`config.mk`:
```
export PLATFORM = sky130hd
export DESIGN_NAME = sharp_fb_writer
export DESIGN_NICKNAME = d
export VERILOG_FILES = /design/src/rtl/sharp_fb_writer.sv
export SDC_FILE = /design/constraint.sdc
export NUM_CORES = 1
export LEC_CHECK = 0
export CAP_MARGIN = 15
export CORE_MARGIN = 4
export CORE_UTILIZATION = 50
export DETAILED_ROUTE_END_ITERATION = 12
export GPL_TIMING_DRIVEN = 0
export PLACE_DENSITY = 0.82
export SLEW_MARGIN = 25
export SYNTH_ARGS = -nofsm -noshare
export SYNTH_HDL_FRONTEND = slang
export SYNTH_SLANG_ARGS = --single-unit
```
`constraint.sdc`:
```
create_clock -name clk -period 18.21 [get_ports clk]
set_input_delay 3.642 -clock clk [delete_from_list [all_inputs] [get_ports clk]]
set_output_delay 3.642 -clock clk [all_outputs]
set_load 0.01 [all_outputs]
```
`src/rtl/sharp_fb_writer.sv`:
```
// sharp_fb_writer: moves one received SPI scanline (spi_ck domain) into the
// panel framebuffer RAM as WPL words of WORDW bits, on the system clock.
//
// Handshake: sl_write is a level strobe from a slower clock domain. It is
// synchronised, and its rising edge starts one operation. There is no
// back-pressure. fb_we writes one word on every cycle it is high. busy is
// high for the whole operation. line_done, bad_line and overrun are each
// single-cycle pulses.
//
// Optional feature macro: FB_CLEAR_ALL_EN (cmd[2] clears the whole frame
// to white).
module sharp_fb_writer #(
  parameter int WIDTH = 144,
  parameter int LINES = 168,
  parameter int WORDW = 16,
  parameter int WPL   = 9,
  parameter int AW    = 11
) (
  input  logic              clk,
  input  logic              rst,
  input  logic [WIDTH+15:0] scanline,
  input  logic              sl_write,
  output logic              fb_we,
  output logic [AW-1:0]     fb_addr,
  output logic [WORDW-1:0]  fb_wdata,
  output logic              busy,
  output logic              line_done,
  output logic              bad_line,
  output logic              overrun,
  output logic [1:0]        dbg_state
);

  localparam int KW = (WPL > 1) ? $clog2(WPL) : 1;
  localparam logic [AW-1:0] WPL_AW    = AW'(WPL);
  localparam logic [KW-1:0] LAST_K    = KW'(WPL - 1);
`ifdef FB_CLEAR_ALL_EN
  localparam logic [AW-1:0] LAST_ADDR = AW'(LINES * WPL - 1);
`endif

  typedef enum logic [1:0] {
    S_IDLE  = 2'd0,
    S_WRITE = 2'd1
`ifdef FB_CLEAR_ALL_EN
    , S_CLEAR = 2'd2
`endif
  } state_e;

  state_e             state_q, state_d;
  logic               sync1_q, sync2_q, sync3_q;
  logic [WIDTH-1:0]   hold_q, hold_d;
  logic [KW-1:0]      k_q, k_d;
  logic [AW-1:0]      addr_q, addr_d;
  logic [WORDW-1:0]   wdata_q, wdata_d;
  logic               line_done_q, line_done_d;
  logic               bad_line_q, bad_line_d;
  logic               overrun_q, overrun_d;

  logic               strobe_edge;
  logic [7:0]         cmd;
  logic [7:0]         line_num;
  logic               line_ok;
  logic [AW-1:0]      line_m1;
  logic [AW-1:0]      base_addr;
  logic               unused_cmd;

  // cmd[1] (VCOM) never affects the framebuffer; cmd[2] only matters with clear enabled.
  assign unused_cmd = ^cmd[7:1];

  // Two-flop synchroniser plus an edge-detect flop for the spi_ck strobe.
  always_ff @(posedge clk or posedge rst) begin
    if (rst) begin
      sync1_q <= 1'b0;
      sync2_q <= 1'b0;
      sync3_q <= 1'b0;
    end else begin
      sync1_q <= sl_write;
      sync2_q <= sync1_q;
      sync3_q <= sync2_q;
    end
  end

  // Decode the incoming line header; the base address stays within AW bits for legal lines.
  always_comb begin
    strobe_edge = sync2_q & ~sync3_q;
    cmd         = scanline[7:0];
    line_num    = scanline[15:8];
    line_ok     = (line_num != 8'd0) && (32'(line_num) <= 32'(LINES));
    line_m1     = AW'(line_num) - AW'(1);
    base_addr   = line_m1 * WPL_AW;
  end

  // Next-state logic: word 0 comes straight from the bus, later words from the hold register.
  always_comb begin
    state_d     = state_q;
    hold_d      = hold_q;
    k_d         = k_q;
    addr_d      = addr_q;
    wdata_d     = wdata_q;
    line_done_d = 1'b0;
    bad_line_d  = 1'b0;
    overrun_d   = 1'b0;
    case (state_q)
      S_IDLE: begin
        if (strobe_edge) begin
          hold_d = scanline[WIDTH+15:16];
`ifdef FB_CLEAR_ALL_EN
          if (cmd[2]) begin
            state_d = S_CLEAR;
            addr_d  = '0;
            wdata_d = '1;
          end else
`endif
          if (cmd[0]) begin
            if (!line_ok) begin
              bad_line_d = 1'b1;
            end else begin
              state_d = S_WRITE;
              k_d     = '0;
              addr_d  = base_addr;
              wdata_d = scanline[16 +: WORDW];
            end
          end
        end
      end
      S_WRITE: begin
        overrun_d = strobe_edge;
        if (k_q == LAST_K) begin
          state_d     = S_IDLE;
          line_done_d = 1'b1;
        end else begin
          k_d     = k_q + KW'(1);
          addr_d  = addr_q + AW'(1);
          wdata_d = hold_q[int'(k_d) * WORDW +: WORDW];
        end
      end
`ifdef FB_CLEAR_ALL_EN
      S_CLEAR: begin
        overrun_d = strobe_edge;
        if (addr_q == LAST_ADDR) begin
          state_d     = S_IDLE;
          line_done_d = 1'b1;
        end else begin
          addr_d = addr_q + AW'(1);
        end
      end
`endif
      default: state_d = S_IDLE;
    endcase
  end

  // State and datapath registers; reset aborts any operation in flight.
  always_ff @(posedge clk or posedge rst) begin
    if (rst) begin
      state_q     <= S_IDLE;
      hold_q      <= '0;
      k_q         <= '0;
      addr_q      <= '0;
      wdata_q     <= '0;
      line_done_q <= 1'b0;
      bad_line_q  <= 1'b0;
      overrun_q   <= 1'b0;
    end else begin
      state_q     <= state_d;
      hold_q      <= hold_d;
      k_q         <= k_d;
      addr_q      <= addr_d;
      wdata_q     <= wdata_d;
      line_done_q <= line_done_d;
      bad_line_q  <= bad_line_d;
      overrun_q   <= overrun_d;
    end
  end

`ifdef FB_CLEAR_ALL_EN
  assign fb_we = (state_q == S_WRITE) || (state_q == S_CLEAR);
`else
  assign fb_we = (state_q == S_WRITE);
`endif
  assign busy      = (state_q != S_IDLE);
  assign fb_addr   = addr_q;
  assign fb_wdata  = wdata_q;
  assign line_done = line_done_q;
  assign bad_line  = bad_line_q;
  assign overrun   = overrun_q;
  assign dbg_state = state_q;

endmodule

```
==> run metrics, run 1 <==
met2 wire length=11800 um; kind of critical path=primary input to register; total inserted antenna cells=0; CTS Sinks=182; die width=141 um; antenna viol nets, final=0; H-tree depth=4; First-pass DRT Iterations=4; Top Layer Used=met5; Yosys top cell area share=0.518; Worst path slowest cell=clkdlybuf4s50_1; Tot Pwr=0.00199 W; GRT Total Usage=0.240; Layout Nets=1073; number of enable flip-flop cells after synthesis=0; Worst-Skew Late Latency=440 ps; cts hold-fix bufs=0; Hold Crit Class=register to register; CTS tree=done; Post-Synthesis Cell Area=0.00879 mm2; Met1 Wirelength=8960 um; ys flop type=dfrtp_1; first-pass GRT wire length=36500 um; final setup vio count=0; initial antenna violation count=1; final critical-path share of the clock period=0.364; hpwl dp=17300 um; final WL=23200 um; WP data required=18550 ps; vias=6417; final instance area=0.0116 mm2; Final Wtd Congestion=0.866; layout cell share with drive strength beyond 1=0.281; Synth Warn #=0; post-route insts no fill=1129; final setup TNS=0 ps; row cnt=48; Fmax achieved=0.151 GHz; metal3 WL=1790 um; Synth area leader=dfrtp_1; CP Cell Sequence=clkdlybuf4s50_1 -> inv_1 -> ha_1 -> nand2_1 -> xnor2_1 -> ha_1 -> ha_1 -> fa_1 -> a21o_1 -> a21oi_1 -> o21bai_1 -> a21oi_1 -> xnor2_1 -> a221oi_2; delay of the slowest cell on the worst path=530 ps; cts repair resizes=0; Overflow after GRT=0; Root Buffer=clkbuf_16; CP max FO=5; Wirelength per Cell=20.6 um; die area=0.0198 mm2; count leader, synth=dfrtp_1; worst vdd ir=109 uV; Worst-Margin Slew=687 ps; Synth area leaders=dfrtp_1, mux2_2, mux4_2, nand2_1, ha_1; RSZ-0062 raised after global routing=no; Avg Cell Area, Syn=12.9 um2; die height=141 um; placed insts=1097; Commonest cells post-synth=dfrtp_1, mux2_2, nand2_1; I/O Pins=197; clock buffer count from CTS=17; fin crit period=6620 ps; dpl cell area=0.0110 mm2; Syn Nets=865; vias in the first global route=6927; drt via density=5.68; DRC viols=0; Netlist cell types=50; clk slew on worst S/H paths=60 ps; Starting Density=0.508; synthesis-to-finish area growth=31.4%; CP Capture Type=register; endpoints failing hold=0; core area=0.0173 mm2; startpoint types=primary input; Critical Path Most Common Cell=ha_1; worst clock skew=11.6 ps; PwrDens=172 mW/mm2; max-slew violations=0; Seq/Total Area, Yosys=0.518; Reg area=0.00455 mm2; # Post-CTS Setup Buffers=0; IO Port Bufs=188; run status=finished clean; Starting DRT DRC Count=318; hold_ws=351 ps; P_leak=4.75 nW; Mapped Cells=683; Clock Path Buffers=2; Max Cap Violations=0; flops & latches, synth=182; pin count of the biggest net entering global routing=94; CP arrival=6960 ps; asr flop ratio synth=1.00; fill cell count=1234; Worst slew margin=0.539; multi-input logic area=0.00396 mm2
-- layer usage --
| metal | vias up | global-route usage |
|---|---|---|
| li1 | 2900 | - |
| met1 | 3244 | 0.292 |
| met2 | 226 | 0.406 |
| met3 | 45 | 0.0726 |
| met4 | 2 | 0.0908 |
| met5 | - | 0 |
-- cells in the final DEF, fill, tap and decap left out, types with 3 or more instances in the layout --
cell,instances
clkdlybuf4s50_1,188
dfrtp_1,182
mux2_2,144
nand2_1,61
o21ai_0,37
a21oi_1,36
mux4_2,32
buf_2,31
ha_1,18
a211oi_1,17
clkbuf_16,17
nand3_1,15
nor2_1,14
o21ai_1,13
inv_1,10
clkbuf_1,9
xnor2_1,9
buf_4,5
xor2_1,5
inv_6,5
nand2b_1,4
clkinv_4,4
nand3b_1,3
nor2b_1,3
o22ai_1,3
-- final timing paths --
check                             from          end  slack (ps)  cells after the start
hold / removal                 sync1_q      sync2_q         350                      0
setup reg to reg                k_q[0]  fb_wdata[5]       14920                     12
setup / recovery           scanline[8]  fb_addr[10]       11590                     14
max in group asynchronous          rst   hold_q[30]       13620                      3
hold reg to reg                sync1_q      sync2_q         350                      0
min in group asynchronous          rst   hold_q[67]        3710                      2
-- state kept, by name, indices dropped and copies added, names as in the netlist --
name	cells
overrun	1
fb_addr	11
k_q	4
dbg_state	1
fb_wdata	16
sync3_q	1
bad_line	1
hold_q	144
sync1_q	1
sync2_q	1
line_done	1
-- kinds of logic (layout without fill, tap and decap cells) --
logic type | after synthesis | after routing | share of synthesized area
simple gates | 113 | 113 | 0.0600
mux | 177 | 177 | 0.267
buf+inv | 57 | 278 | 0.0323
xor+xnor | 14 | 14 | 0.0139
fa+ha+maj | 19 | 19 | 0.0279
flops | 182 | 182 | 0.518
compound gates | 120 | 120 | 0.0801
other cells | 1 | 1 | 0.000426
-- metrics by stage --
step	utilization	setup slack [ps]
floorplan	-	9620
global placement	0.634	7180
detailed placement	0.636	11170
CTS	0.668	11610
global route	0.668	11390
finish	0.668	11590
-- layout make-up --
class	instances	share of cell area
timing repair buffer	189	0.165
buffer	45	0.0202
inverter	12	0.00498
tap	225	0.0244
sequential	182	0.394
multi-input combinational	444	0.342
clock buffer	20	0.0386
clock inverter	12	0.0104
-- where the power goes --
part / total, W / internal (W) / switching [W]
Combinational: 0.000899 / 0.000484 / 0.000415
Clock: 0.000357 / 0.000194 / 0.000162
Sequential: 0.000730 / 0.000607 / 0.000123
Total: 0.00199 / 0.00129 / 0.000700
-- worst max-delay path, delay by kind of cell --
| kind | cells | cell delay (ps) |
|---|---|---|
| xor gates and xnor gates | 2 | 360 |
| AOI/OAI and AO/OA | 5 | 920 |
| adders and majority gates | 4 | 1210 |
| and+or+nand+nor | 1 | 100 |
| buffers and inverters | 2 | 730 |
(Power assumes the default switching activity.)
==> run 2, diff against run 1 <==
- clock period: 18.21 -> 6.45 ns (I/O delays scaled with it)
==> results of run 2 <==
Same layout as run 1 (identical final DEF). Status: finished clean.
Among the figures that moved: setup slack after placement 11170 ps -> 1760 ps; setup slack after layout 11590 ps -> 2180 ps; register-to-register setup slack 14920 ps -> 3160 ps; total power 0.00199 W -> 0.00561 W; worst IR drop on VDD 109 uV -> 306 uV
==> run 3, diff against run 2 <==
- clock period: 6.45 -> 4.4 ns (I/O delays scaled with it)
==> run 3 against run 2 <==
- highest routed layer unchanged
- final area is 1.1% higher
- non-clock buffer count rose by 6
- critical endpoint unchanged
- flip-flop and latch count unchanged
- sequential power up 47%
- via count grew 1.5%
- clock-buffer cell count shrank 1
- worst hold slack got worse by 0.51 ps
- largest power group unchanged
- cell count is 0.71% higher
- register-to-register slack got worse by 2000 ps
- combinational power up 49%
==> run metrics, run 3 (same netlist as run 1, synthesis figures left out) <==
worst setup margin=547 ps; worst vdd ir=430 uV; Starting DRT DRC Count=359; Fmax achieved=0.260 GHz; synthesis-to-finish area growth=32.9%; worst r2r path cells=12; Clock Path Buffers=2; most frequent cells in the layout=clkdlybuf4s50_1, dfrtp_1, mux2_2; final critical-path share of the clock period=0.876; H-tree depth=4; DRC viols=0; initial antenna violation count=4; Reg area=0.00455 mm2; GRT met1 Usage=0.290; hold_ws=351 ps; GRT Total Usage=0.244; cts repair resizes=0; CTS tree=done; row cnt=48; die height=141 um; Final Wtd Congestion=0.868; Overflow after GRT=0; beginning of the worst register-to-register path=k_q[0]; fin crit period=3850 ps; hpwl dp=17900 um; Root Buffer=clkbuf_16; I/O Pins=197; reg2reg end=fb_wdata[10]; CP Capture Type=register; die area=0.0198 mm2; CP top delay family=adder cells; antenna viol nets, final=0; vias=6512; Worst-Margin Slew=726 ps; pre-CTS setup slack=91.3 ps; Worst-Skew Late Latency=430 ps; PwrDens=709 mW/mm2; worst clock skew=9.10 ps; CP arrival=4190 ps; Crit. Startpoint=scanline[8]; layout cell share with drive strength beyond 1=0.286; cts hold-fix bufs=0; most used routing layer=met2; Tot Pwr=0.00829 W; Critical Path Most Common Cell=ha_1; First-pass DRT Iterations=8; multi-input logic area=0.00396 mm2; clock buffer count from CTS=17; FF-to-FF setup slack=1160 ps; core area=0.0173 mm2; max-slew violations=0; clk slew on worst S/H paths=70 ps; die width=141 um; WP data required=4740 ps; Worst slew margin=0.513; IO Port Bufs=188; Hold Path Cell Cnt=0; final setup vio count=0; Largest register FFs=144; endpoints failing hold=0; RSZ-0062 raised after global routing=no; commonest non-fill, non-tap cell in the layout=clkdlybuf4s50_1; Global Route met3 Usage=0.0746; # Post-CTS Setup Buffers=0; Hold Crit Endpoint=sync2_q; first-pass GRT wire length=36900 um; CTS Sinks=182; GR Util met2=0.433; min-delay src=sync1_q; Hold Crit Class=register to register; P_leak=4.81 nW; delay of the slowest cell on the worst path=530 ps; fill cell count=1269; CP Cell Sequence=clkdlybuf4s50_1 -> inv_1 -> ha_1 -> nand2_1 -> xnor2_1 -> ha_1 -> ha_1 -> fa_1 -> a21o_1 -> a21oi_1 -> o21bai_1 -> a21oi_1 -> xnor2_1 -> a221oi_2; crit path buf inv count=2; Layout Nets=1079; Starting Density=0.508; Max Cap Violations=0; startpoint types=primary input; CP max FO=5; vias in the first global route=6927; final WL=23900 um; kind of critical path=primary input to register; Worst path slowest cell=clkdlybuf4s50_1; pin count of the biggest net entering global routing=32; run status=finished clean; Reg with most FFs=hold_q; Wirelength per Cell=21.0 um; drt via density=5.73
[run 3: worst max-delay path by stage]
| stage | endpoint | slack [ps] | cells past startpoint |
|---|---|---|---|
| detailed placement | fb_addr[10] | 90 | 14 |
| floorplan | fb_addr[10] | 1070 | 13 |
| global route | fb_addr[10] | 220 | 14 |
| global placement | hold_q[60] | -340 | 2 |
| finish | fb_addr[10] | 550 | 14 |
| CTS | fb_addr[10] | 530 | 14 |
[run 3: metrics by stage]
step                cells  cell area [um2]  setup TNS (ps)   util
floorplan             683             8800               0      -
CTS                  1135            11700               0  0.675
global placement     1096            11000          -59750  0.634
global route         1137            11700               0  0.676
detailed placement   1103            11100               0  0.643
finish               1137            11700               0  0.676
[run 3: power by group]
part           switching [W]  internal, W  total (W)
registers           0.000510      0.00251    0.00302
logic                0.00176      0.00202    0.00378
clock network       0.000685     0.000800    0.00149
[run 3: layer usage]
| layer | vias to the layer above | share of wire |
|---|---|---|
| met4 | 4 | 0.021 |
| met5 | - | 0.00092 |
| met3 | 41 | 0.079 |
| li1 | 2918 | - |
| met1 | 3300 | 0.37 |
| met2 | 249 | 0.52 |
[run 3: cell type report]
| type | count | area share |
|---|---|---|
| tap | 225 | 0.0241 |
| clock inverter | 13 | 0.0115 |
| multi-input combinational | 444 | 0.338 |
| clock buffer | 19 | 0.0370 |
| inverter | 12 | 0.00460 |
| timing repair buffer | 195 | 0.174 |
| buffer | 45 | 0.0200 |
| antenna | 2 | 0.000428 |
| sequential | 182 | 0.390 |
